## src/rtl/id_witf_scoreboard_pkg.sv

```systemverilog
// Shared defaults and helpers for the ID write-in-flight scoreboard.
package id_witf_scoreboard_pkg;

    localparam int unsigned REG_ADDR_W_DEF = 5;
    localparam int unsigned WITF_DEPTH_DEF = 4;

    // Occupancy needs one more bit than the pointers so that "full" is representable.
    function automatic int unsigned cnt_width(input int unsigned depth);
        return $clog2(depth) + 1;
    endfunction

endpackage

```

## src/rtl/id_witf_scoreboard_witf_fifo.sv

```systemverilog
// Write-in-flight FIFO: in-order list of destination registers awaiting writeback.
// Exposes every entry (valid + rd) so the hazard unit can compare all of them in parallel.
module id_witf_scoreboard_witf_fifo
    import id_witf_scoreboard_pkg::*;
#(
    parameter int unsigned REG_ADDR_W = REG_ADDR_W_DEF,
    parameter int unsigned WITF_DEPTH = WITF_DEPTH_DEF,
    localparam int unsigned CNT_W = cnt_width(WITF_DEPTH),
    localparam int unsigned PTR_W = $clog2(WITF_DEPTH)
) (
    input  logic                                  clk,
    input  logic                                  rst,
    input  logic                                  push,
    input  logic [REG_ADDR_W-1:0]                 push_rd,
    input  logic                                  pop,
    output logic [WITF_DEPTH-1:0]                 ent_valid,
    output logic [WITF_DEPTH-1:0][REG_ADDR_W-1:0] ent_rd,
    output logic [PTR_W-1:0]                      head,
    output logic [REG_ADDR_W-1:0]                 head_rd,
    output logic [CNT_W-1:0]                      count,
    output logic                                  full,
    output logic                                  empty
);

    logic [WITF_DEPTH-1:0]                 valid_q, valid_d;
    logic [WITF_DEPTH-1:0][REG_ADDR_W-1:0] rd_q, rd_d;
    logic [PTR_W-1:0]                      head_q, head_d;
    logic [PTR_W-1:0]                      tail_q, tail_d;
    logic [CNT_W-1:0]                      count_q, count_d;
    logic                                  push_en, pop_en;

    // Occupancy flags come from the counter, never from pointer comparison.
    always_comb begin
        full    = (count_q == CNT_W'(WITF_DEPTH));
        empty   = (count_q == '0);
        push_en = push & ~full;
        pop_en  = pop & ~empty;
    end

    // Next-state: pop clears the head slot, push fills the tail slot; pointers wrap by width.
    always_comb begin
        valid_d = valid_q;
        rd_d    = rd_q;
        head_d  = head_q;
        tail_d  = tail_q;
        count_d = count_q;
        if (pop_en) begin
            valid_d[head_q] = 1'b0;
            head_d          = head_q + 1'b1;
        end
        if (push_en) begin
            valid_d[tail_q] = 1'b1;
            rd_d[tail_q]    = push_rd;
            tail_d          = tail_q + 1'b1;
        end
        if (push_en && !pop_en) begin
            count_d = count_q + 1'b1;
        end else if (pop_en && !push_en) begin
            count_d = count_q - 1'b1;
        end
    end

    // State registers.
    always_ff @(posedge clk or posedge rst) begin
        if (rst) begin
            valid_q <= '0;
            rd_q    <= '0;
            head_q  <= '0;
            tail_q  <= '0;
            count_q <= '0;
        end else begin
            valid_q <= valid_d;
            rd_q    <= rd_d;
            head_q  <= head_d;
            tail_q  <= tail_d;
            count_q <= count_d;
        end
    end

    // Entry view for the parallel compare.
    always_comb begin
        ent_valid = valid_q;
        ent_rd    = rd_q;
        head      = head_q;
        head_rd   = rd_q[head_q];
        count     = count_q;
    end

endmodule

```

## src/rtl/id_witf_scoreboard.sv

```systemverilog
// ID-stage hazard unit and handshake controller backed by a write-in-flight FIFO.
// Optional macro WITF_BYPASS_EN: a hit on the head entry alone is masked during that
// entry's writeback cycle, relying on register-file write-through.
module id_witf_scoreboard
    import id_witf_scoreboard_pkg::*;
#(
    parameter int unsigned REG_ADDR_W = REG_ADDR_W_DEF,
    parameter int unsigned WITF_DEPTH = WITF_DEPTH_DEF,
    localparam int unsigned CNT_W = cnt_width(WITF_DEPTH)
) (
    input  logic                  clk,
    input  logic                  rst,
    input  logic                  id_valid,
    output logic                  id_ready,
    output logic                  id_to_exu_valid,
    input  logic                  exu_allow_in,
    input  logic                  pipeline_flush,
    input  logic [REG_ADDR_W-1:0] rs1,
    input  logic [REG_ADDR_W-1:0] rs2,
    input  logic                  rs1_used,
    input  logic                  rs2_used,
    input  logic [REG_ADDR_W-1:0] rd,
    input  logic                  reg_wr,
    input  logic                  wb_valid,
    input  logic [REG_ADDR_W-1:0] wb_rd,
    output logic                  raw_stall,
    output logic                  witf_full,
    output logic                  witf_empty,
    output logic [CNT_W-1:0]      witf_count,
    output logic                  order_err
);

    localparam int unsigned PTR_W = $clog2(WITF_DEPTH);

    logic [WITF_DEPTH-1:0]                 ent_valid;
    logic [WITF_DEPTH-1:0][REG_ADDR_W-1:0] ent_rd;
    logic [PTR_W-1:0]                      head;
    logic [REG_ADDR_W-1:0]                 head_rd;
    logic [WITF_DEPTH-1:0]                 match1, match2;
    logic                                  hit1, hit2, needs_push, ready_go, push, pop;
    logic                                  order_err_q, order_err_d;

    id_witf_scoreboard_witf_fifo #(
        .REG_ADDR_W (REG_ADDR_W),
        .WITF_DEPTH (WITF_DEPTH)
    ) u_witf (
        .clk       (clk),
        .rst       (rst),
        .push      (push),
        .push_rd   (rd),
        .pop       (pop),
        .ent_valid (ent_valid),
        .ent_rd    (ent_rd),
        .head      (head),
        .head_rd   (head_rd),
        .count     (witf_count),
        .full      (witf_full),
        .empty     (witf_empty)
    );

    // Parallel source compare against every valid in-flight destination.
    always_comb begin
        for (int i = 0; i < int'(WITF_DEPTH); i++) begin
            match1[i] = ent_valid[i] & (ent_rd[i] == rs1);
            match2[i] = ent_valid[i] & (ent_rd[i] == rs2);
        end
`ifdef WITF_BYPASS_EN
        // Head is writing back now; any younger match still holds the hit.
        if (wb_valid) begin
            match1[head] = 1'b0;
            match2[head] = 1'b0;
        end
`endif
    end

    // Hazard detection and the ID/EXU handshake; no path from wb_valid to the full check.
    always_comb begin
        needs_push      = reg_wr & (rd != '0);
        hit1            = rs1_used & (rs1 != '0) & (|match1);
        hit2            = rs2_used & (rs2 != '0) & (|match2);
        raw_stall       = id_valid & (hit1 | hit2);
        ready_go        = ~raw_stall & ~(needs_push & witf_full);
        id_to_exu_valid = id_valid & ready_go & ~pipeline_flush;
        id_ready        = ~id_valid | pipeline_flush | (ready_go & exu_allow_in);
        push            = id_to_exu_valid & exu_allow_in & needs_push;
        pop             = wb_valid & ~witf_empty;
    end

    // Sticky ordering error: writeback with nothing in flight or not matching the head.
    always_comb begin
        order_err_d = order_err_q;
        if (wb_valid && (witf_empty || (wb_rd != head_rd))) begin
            order_err_d = 1'b1;
        end
        order_err = order_err_q;
    end

    // Error flag register.
    always_ff @(posedge clk or posedge rst) begin
        if (rst) begin
            order_err_q <= 1'b0;
        end else begin
            order_err_q <= order_err_d;
        end
    end

endmodule

```

## config.mk

```make
export PLATFORM = sky130hd
export DESIGN_NAME = id_witf_scoreboard
export DESIGN_NICKNAME = d
export VERILOG_FILES = /design/src/rtl/id_witf_scoreboard_pkg.sv /design/src/rtl/id_witf_scoreboard_witf_fifo.sv /design/src/rtl/id_witf_scoreboard.sv
export SDC_FILE = /design/constraint.sdc
export NUM_CORES = 1
export LEC_CHECK = 0
export BUFFER_PORTS_ARGS = -buffer_cell sky130_fd_sc_hd__buf_4
export CORE_AREA = 2 2 66 68
export DETAILED_ROUTE_END_ITERATION = 10
export DIE_AREA = 0 0 68 70
export GPL_TIMING_DRIVEN = 0
export PLACE_DENSITY = 0.87
export SLEW_MARGIN = 20
export SYNTH_ARGS = -nofsm -noshare
export SYNTH_HDL_FRONTEND = slang
export SYNTH_HIERARCHICAL = 1
export SYNTH_SLANG_ARGS = --single-unit
export TNS_END_PERCENT = 1
```

## constraint.sdc

```tcl
create_clock -name clk -period 3.72 [get_ports clk]
set_input_delay 0.186 -clock clk [delete_from_list [all_inputs] [get_ports clk]]
set_output_delay 0.186 -clock clk [all_outputs]
set_load 0.1 [all_outputs]
```

# After elaboration in Yosys (flattened, before gate mapping)
# Cells that the tools add are included.
[op_classes] n_addsub=4 magnitude_cmp=4 n_reduce_logical=15 n_mux=13 bitwise_logic=36 n_eq_ne=10
[op_table] op="equality test 5 bit" count=8
[op_table] op="AND 1 bit" count=24
[op_table] op="bitwise mux 20 bit" count=1
[op_table] op="nonzero test 5 bit" count=3
[op_table] op="binary-select mux 5 bit (select 2 bit)" count=1
[op_table] op="demux 5 bit (select 2 bit)" count=1
[op_table] op="two-way mux 5 bit" count=2
[op_table] op="two-way mux 4 bit" count=2
[op_table] op="OR reduction 4 bit" count=2
[op_table] op="< comparator 2 x 3 -> 1 bit, second input constant" count=2
[op_table] op="two-way mux 3 bit" count=2
[op_table] op="NOT 1 bit" count=6
[op_table] op="logical AND 1 bit" count=5
[op_table] op="inequality test 5 bit" count=1
[op_table] op="adder 2 x 1 -> 2 bit, second input constant" count=2
[op_table] op="AND 4 bit" count=1
[op_table] op="demux 1 bit (select 2 bit)" count=2
[op_table] op=">= comparator 2 x 1 -> 1 bit, second input constant" count=2
[op_table] op="NOT 4 bit" count=1
[op_table] op="OR 4 bit" count=1
[op_table] op="adder 3 x 1 -> 3 bit, second input constant" count=1
[op_table] op="equality test 3 bit, second input constant" count=1
[op_table] op="zero test 3 bit" count=1
[op_table] op="OR 1 bit" count=3
[op_table] op="other kinds (5)" count=7
[word_totals] wordCells=91 register_bits=32

# Depth between registers and ports, before layout
[logic_depth] depth_word=17 mapped_depth=14 mapped_depth_nobuf=13

# By module
# The synthesis kept the hierarchy.
[modules_own_cells] module="id_witf_scoreboard_witf_fifo" cells_each=105 instances=1 seq_area_each_um2=775.7 area_each_um2=1473.9
[modules_own_cells] module="id_witf_scoreboard" cells_each=95 instances=1 seq_area_each_um2=25.0 area_each_um2=733.2

# Least setup slack after synthesis
# Ideal clock, no wire load.
[synth_path] path_kind="reg-to-reg" from="reg u_witf.count_q[0], in the netlist u_witf/count[0]" to="reg u_witf.count_q[2], in the netlist u_witf/count[2]" arrival_ps=4555 stages_incl_launch_ff=12 period_less_slack_ps=4719 slack_ps=-999 setup_time_ps=164 path_cell_list="dfrtp_1 nor3_1 nor2b_1 o31a_1 clkbuf_1 inv_1 ha_1 inv_1 fa_1 xor2_1 nor2_1 xor2_1"
[synth_lines] element="start: declaration" line_no="id_witf_scoreboard_witf_fifo.sv:29" rtl="logic [CNT_W-1:0] count_q, count_d;"
[synth_lines] element="start signal: assignment" line_no="id_witf_scoreboard_witf_fifo.sv:76" rtl="count_q <= count_d;"
[synth_lines] element="zero test 3 bit (*)" line_no="id_witf_scoreboard_witf_fifo.sv:35" rtl="empty = (count_q == '0);"
[synth_lines] element="via witf_empty" line_no="id_witf_scoreboard.sv:28" rtl="output logic witf_empty,"
[synth_lines] element="NOT 1 bit (*)" line_no="id_witf_scoreboard.sv:86" rtl="pop = wb_valid & ~witf_empty;"
[synth_lines] element="AND 1 bit (*)" line_no="id_witf_scoreboard.sv:86"
[synth_lines] element="via pop" line_no="id_witf_scoreboard.sv:40" rtl="logic hit1, hit2, needs_push, ready_go, push, pop;"
[synth_lines] element="AND 1 bit (*)" line_no="id_witf_scoreboard_witf_fifo.sv:37" rtl="pop_en = pop & ~empty;"
[synth_lines] element="zero test 1 bit" line_no="id_witf_scoreboard_witf_fifo.sv:56" rtl="if (push_en && !pop_en) begin"
[synth_lines] element="logical AND 1 bit" line_no="id_witf_scoreboard_witf_fifo.sv:56"
[synth_lines] element="two-way mux 3 bit / nonzero test 2 bit (equally long branches)"
# The timed path passes the listed nets; every way through them passes the cells marked *. The select of a mux whose other input is x is not followed.
# A chain may end at the register's enable or synchronous reset.

# Worst setup path after layout
[layout_path] from="reg u_witf.rd_q, in the netlist u_witf/ent_rd[11]" to="reg u_witf.count_q[2], in the netlist u_witf/count[2]"
[layout_between] elab_chain_cells=16
[layout_rtl] element="start: declaration" line_no="id_witf_scoreboard_witf_fifo.sv:26" rtl="logic [WITF_DEPTH-1:0][REG_ADDR_W-1:0] rd_q, rd_d;"
[layout_rtl] element="start signal: assignment" line_no="id_witf_scoreboard_witf_fifo.sv:73" rtl="rd_q <= rd_d;"
[layout_rtl] element="equality test 5 bit (on tied branches)" line_no="id_witf_scoreboard.sv:64, id_witf_scoreboard.sv:65"
[layout_rtl] element="AND 1 bit (on tied branches)" line_no="id_witf_scoreboard.sv:64, id_witf_scoreboard.sv:65"
[layout_rtl] element="OR reduction 4 bit (on tied branches)" line_no="id_witf_scoreboard.sv:79, id_witf_scoreboard.sv:80"
[layout_rtl] element="AND 1 bit (on tied branches)" line_no="id_witf_scoreboard.sv:79, id_witf_scoreboard.sv:80"
[layout_rtl] element="OR 1 bit (*)" line_no="id_witf_scoreboard.sv:81" rtl="raw_stall = id_valid & (hit1 | hit2);"
[layout_rtl] element="AND 1 bit (*)" line_no="id_witf_scoreboard.sv:81"
[layout_rtl] element="NOT 1 bit (*)" line_no="id_witf_scoreboard.sv:82" rtl="ready_go = ~raw_stall & ~(needs_push & witf_full);"
[layout_rtl] element="AND 1 bit (*)" line_no="id_witf_scoreboard.sv:82"
[layout_rtl] element="AND 1 bit (*) (2 in series)" line_no="id_witf_scoreboard.sv:83" rtl="id_to_exu_valid = id_valid & ready_go & ~pipeline_flush;"
[layout_rtl] element="AND 1 bit (*) (2 in series)" line_no="id_witf_scoreboard.sv:85" rtl="push = id_to_exu_valid & exu_allow_in & needs_push;"
[layout_rtl] element="via push" line_no="id_witf_scoreboard.sv:40"
[layout_rtl] element="AND 1 bit (*)" line_no="id_witf_scoreboard_witf_fifo.sv:36" rtl="push_en = push & ~full;"
[layout_rtl] element="via u_witf.push_en" line_no="id_witf_scoreboard_witf_fifo.sv:30" rtl="logic push_en, pop_en;"
[layout_rtl] element="zero test 1 bit" line_no="id_witf_scoreboard_witf_fifo.sv:58" rtl="end else if (pop_en && !push_en) begin"
[layout_rtl] element="logical AND 1 bit" line_no="id_witf_scoreboard_witf_fifo.sv:58"
[layout_rtl] element="nonzero test 2 bit (no source line)"
# The timed path passes the listed nets; every way through them passes the cells marked *.

==> flow_summary.json <==
{
  "status": "completed",
  "layout_common_cells": "34 x xor2_1, 32 x dfrtp_1, 27 x buf_4",
  "track_usage_pct": 24.1,
  "start_util_pct": 53.3,
  "p_switching_uw": 872,
  "path_clk_slew_ns": 0.06,
  "met2_usage_pct": 39.2,
  "min_period_ns": 3.18,
  "yosysUniqueCellTypes": 33,
  "nets": 274,
  "max_freq_mhz": 315,
  "netlist_area_mm2": 0.00221,
  "max-slew-margin-rel_pct": 52.6,
  "power.total_mw": 1.95,
  "die_w_um": 68,
  "grt_pass1_vias": 1645,
  "synthFlopType": "dfrtp_1",
  "clock-root-buffer": "clkbuf_8",
  "final.setup.tns_ns": 0,
  "cts_hold_buf": 1,
  "grt_max_degree": 32,
  "ctsResizeCount": 0,
  "drcViolationCount": 0,
  "antenna_left": 0,
  "p_per_area_mw_per_mm2": 755,
  "syn2layout_area_growth_pct": 16.9,
  "clockPowerShare_pct": 14.2,
  "nFillCells": 331,
  "yosysWarnings": 6,
  "synth_nets": 239,
  "syn-instance-count": 200,
  "multi_input_area_mm2": 0.00131,
  "end_kind": "flop",
  "clock_path_buffers": 2,
  "vias_per_cell": 5.54,
  "diodes": 0,
  "synthArstFlopShare_pct": 100,
  "yosysTopAreaCellShare_pct": 36.3,
  "fin_worst_skew_ns": 0.00283,
  "io_buffers": 27,
  "tightest_slew_ns": 0.709,
  "grtUsageMet3_pct": 4.03,
  "vias": 1596,
  "placed_area_mm2": 0.00248,
  "leakage_nw": 1.21,
  "die_h_um": 70,
  "cts_made_buffers": 5,
  "rows": 24,
  "cp-start-kind": "flop",
  "synth.area.top_cells": "dfrtp_1 36%, xor2_1 13%, mux2_2 11%",
  "dp_hpwl_mm": 3.91,
  "rsz0062_at_grt": "false",
  "post-route-period-util_pct": 85.5,
  "boundaryPins": 38,
  "cp.arrival_ns": 3.40,
  "comb_power_share_pct": 48.7,
  "p_int_mw": 1.07,
  "grt_overflow": 0,
  "dieArea_mm2": 0.00476,
  "grt.met1_usage_pct": 30.9,
  "cp_max_fo": 5,
  "p_sw_share_pct": 44.8,
  "clock-sinks": 32,
  "cts_tree": "done",
  "setup_violations": 0,
  "synth.largest_area_cell": "dfrtp_1",
  "hold_violations": 0,
  "seq_area_frac_synth_pct": 36.3,
  "drt-initial-drc-count": 63,
  "first_pass_iters": 4,
  "avgSynthCellArea_um2": 11.0,
  "htreeDepth": 2,
  "seqPwrFrac_pct": 37.1,
  "regArea_um2": 801,
  "grt-busiest-layer": "met2",
  "final_common_cell": "xor2_1",
  "maxSlewViolCount": 0,
  "critPathRequiredTime_ns": 3.94,
  "core-area_mm2": 0.00414,
  "synth-edff-count": 0,
  "insertion_delay_ns": 0.29,
  "routed_wl_mm": 5.07,
  "critPathKind": "reg -> reg",
  "stdcell_area_mm2": 0.00258,
  "hp-class": "in -> reg",
  "place_congestion": 0.915,
  "grt_pass1_wl_mm": 8.19,
  "drive_gt1_share_pct": 32.2,
  "drv_cap": 0,
  "grt_antenna_before_repair": 0,
  "ir_drop_mv": 0.374,
  "ys_seq_elements": 32,
  "wl_per_cell_um": 17.6,
  "post_cts_buffers": 0
}
==> synthesized netlist by cell type (all sizes together) (2+ instances only) <==
| cell | instances |
|---|---|
| and4 | 2 |
| dfrtp | 32 |
| nor2 | 6 |
| clkbuf | 2 |
| a21o | 4 |
| mux4 | 5 |
| xnor2 | 15 |
| mux2 | 22 |
| o21ai | 5 |
| nand2 | 11 |
| inv | 8 |
| xor2 | 35 |
| nor4 | 8 |
| nand3 | 8 |
| nor2b | 3 |
| buf | 10 |
| or4 | 3 |
| ha | 9 |
| nor3 | 2 |
==> final timing paths <==
check,cells after the start,slack (ns),end,startpoint
worst max register to register,13,0.54,u_witf/count[2],u_witf/ent_rd[11]
worst max-delay path,13,0.54,u_witf/count[2],u_witf/ent_rd[11]
min in group asynchronous,3,0.32,order_err,rst
worst min-delay path,3,0.14,order_err,wb_valid
max in group asynchronous,3,2.70,u_witf/ent_rd[9],rst
worst min register to register,1,0.47,order_err,order_err
==> layer usage <==
layer | wire length, µm | share of wire (%)
met5 | 0 | 0
met4 | 164 | 3.2
met3 | 210 | 4.1
met2 | 2580 | 51
met1 | 2120 | 42
==> logic make-up (layout without fill, tap and decap cells) <==
family,count (synthesis),in the layout,share of synthesized area (%)
xor+xnor,50,50,20.2
simple gates,48,48,12.2
flops,32,32,36.3
mux,27,27,16.3
buf+inv,20,56,4.82
compound gates,13,13,4.14
fa+ha+maj,10,10,6.01
==> power by group through the flow <==
| stage | clock network [mW] | registers, mW | logic (mW) |
|---|---|---|---|
| after floorplan | 0 | 0.782 | 0.647 |
| after global placement | 0 | 0.709 | 0.914 |
| after detailed placement | 0 | 0.726 | 0.946 |
| after CTS | 0.282 | 0.720 | 0.956 |
| after global routing | 0.295 | 0.747 | 1.02 |
| final | 0.276 | 0.722 | 0.948 |
==> registers in the layout, summed over array words and instances (netlist names) <==
signal	flops
u_witf/tail_q	2
order_err	1
u_witf/count	3
u_witf/ent_valid	4
u_witf/head	2
u_witf/ent_rd	20
==> final cells by class <==
| class | instances | area share [%] |
|---|---|---|
| multi-input cells | 148 | 50.6 |
| repair buffers | 28 | 8.24 |
| clock buffers | 8 | 3.49 |
| flip-flops and latches | 32 | 31.0 |
| inverters | 8 | 1.16 |
| plain buffers | 12 | 2.96 |
| well taps | 52 | 2.52 |
==> worst max-delay path, cell delays in order (launching register included) <==
cell and delay (ns):
dfrtp_1 0.43, xor2_1 0.20, nor4_1 0.07, nand3_1 0.09, and4_4 0.22, o22ai_2 0.13
nor3_1 0.50, nor2b_1 0.34, ha_1 0.24, inv_1 0.07, fa_1 0.40, xor2_1 0.16
nor2_1 0.11, xor2_1 0.14
==> stage by stage <==
stage | worst slack [ns] | hold slack, ns | cells | util (%)
4_1_cts | 0.539 | 0.130 | 288 | 62.3
2_1_floorplan | -0.0702 | -0.0853 | 200 | -
6_report | 0.540 | 0.141 | 288 | 62.3
3_3_place_gp | 0.627 | 0.0381 | 279 | 59.8
5_1_grt | 0.269 | 0.165 | 288 | 62.3
3_5_place_dp | 0.516 | 0.0443 | 279 | 59.8
No activity file was read; power rests on OpenSTA's default activity.
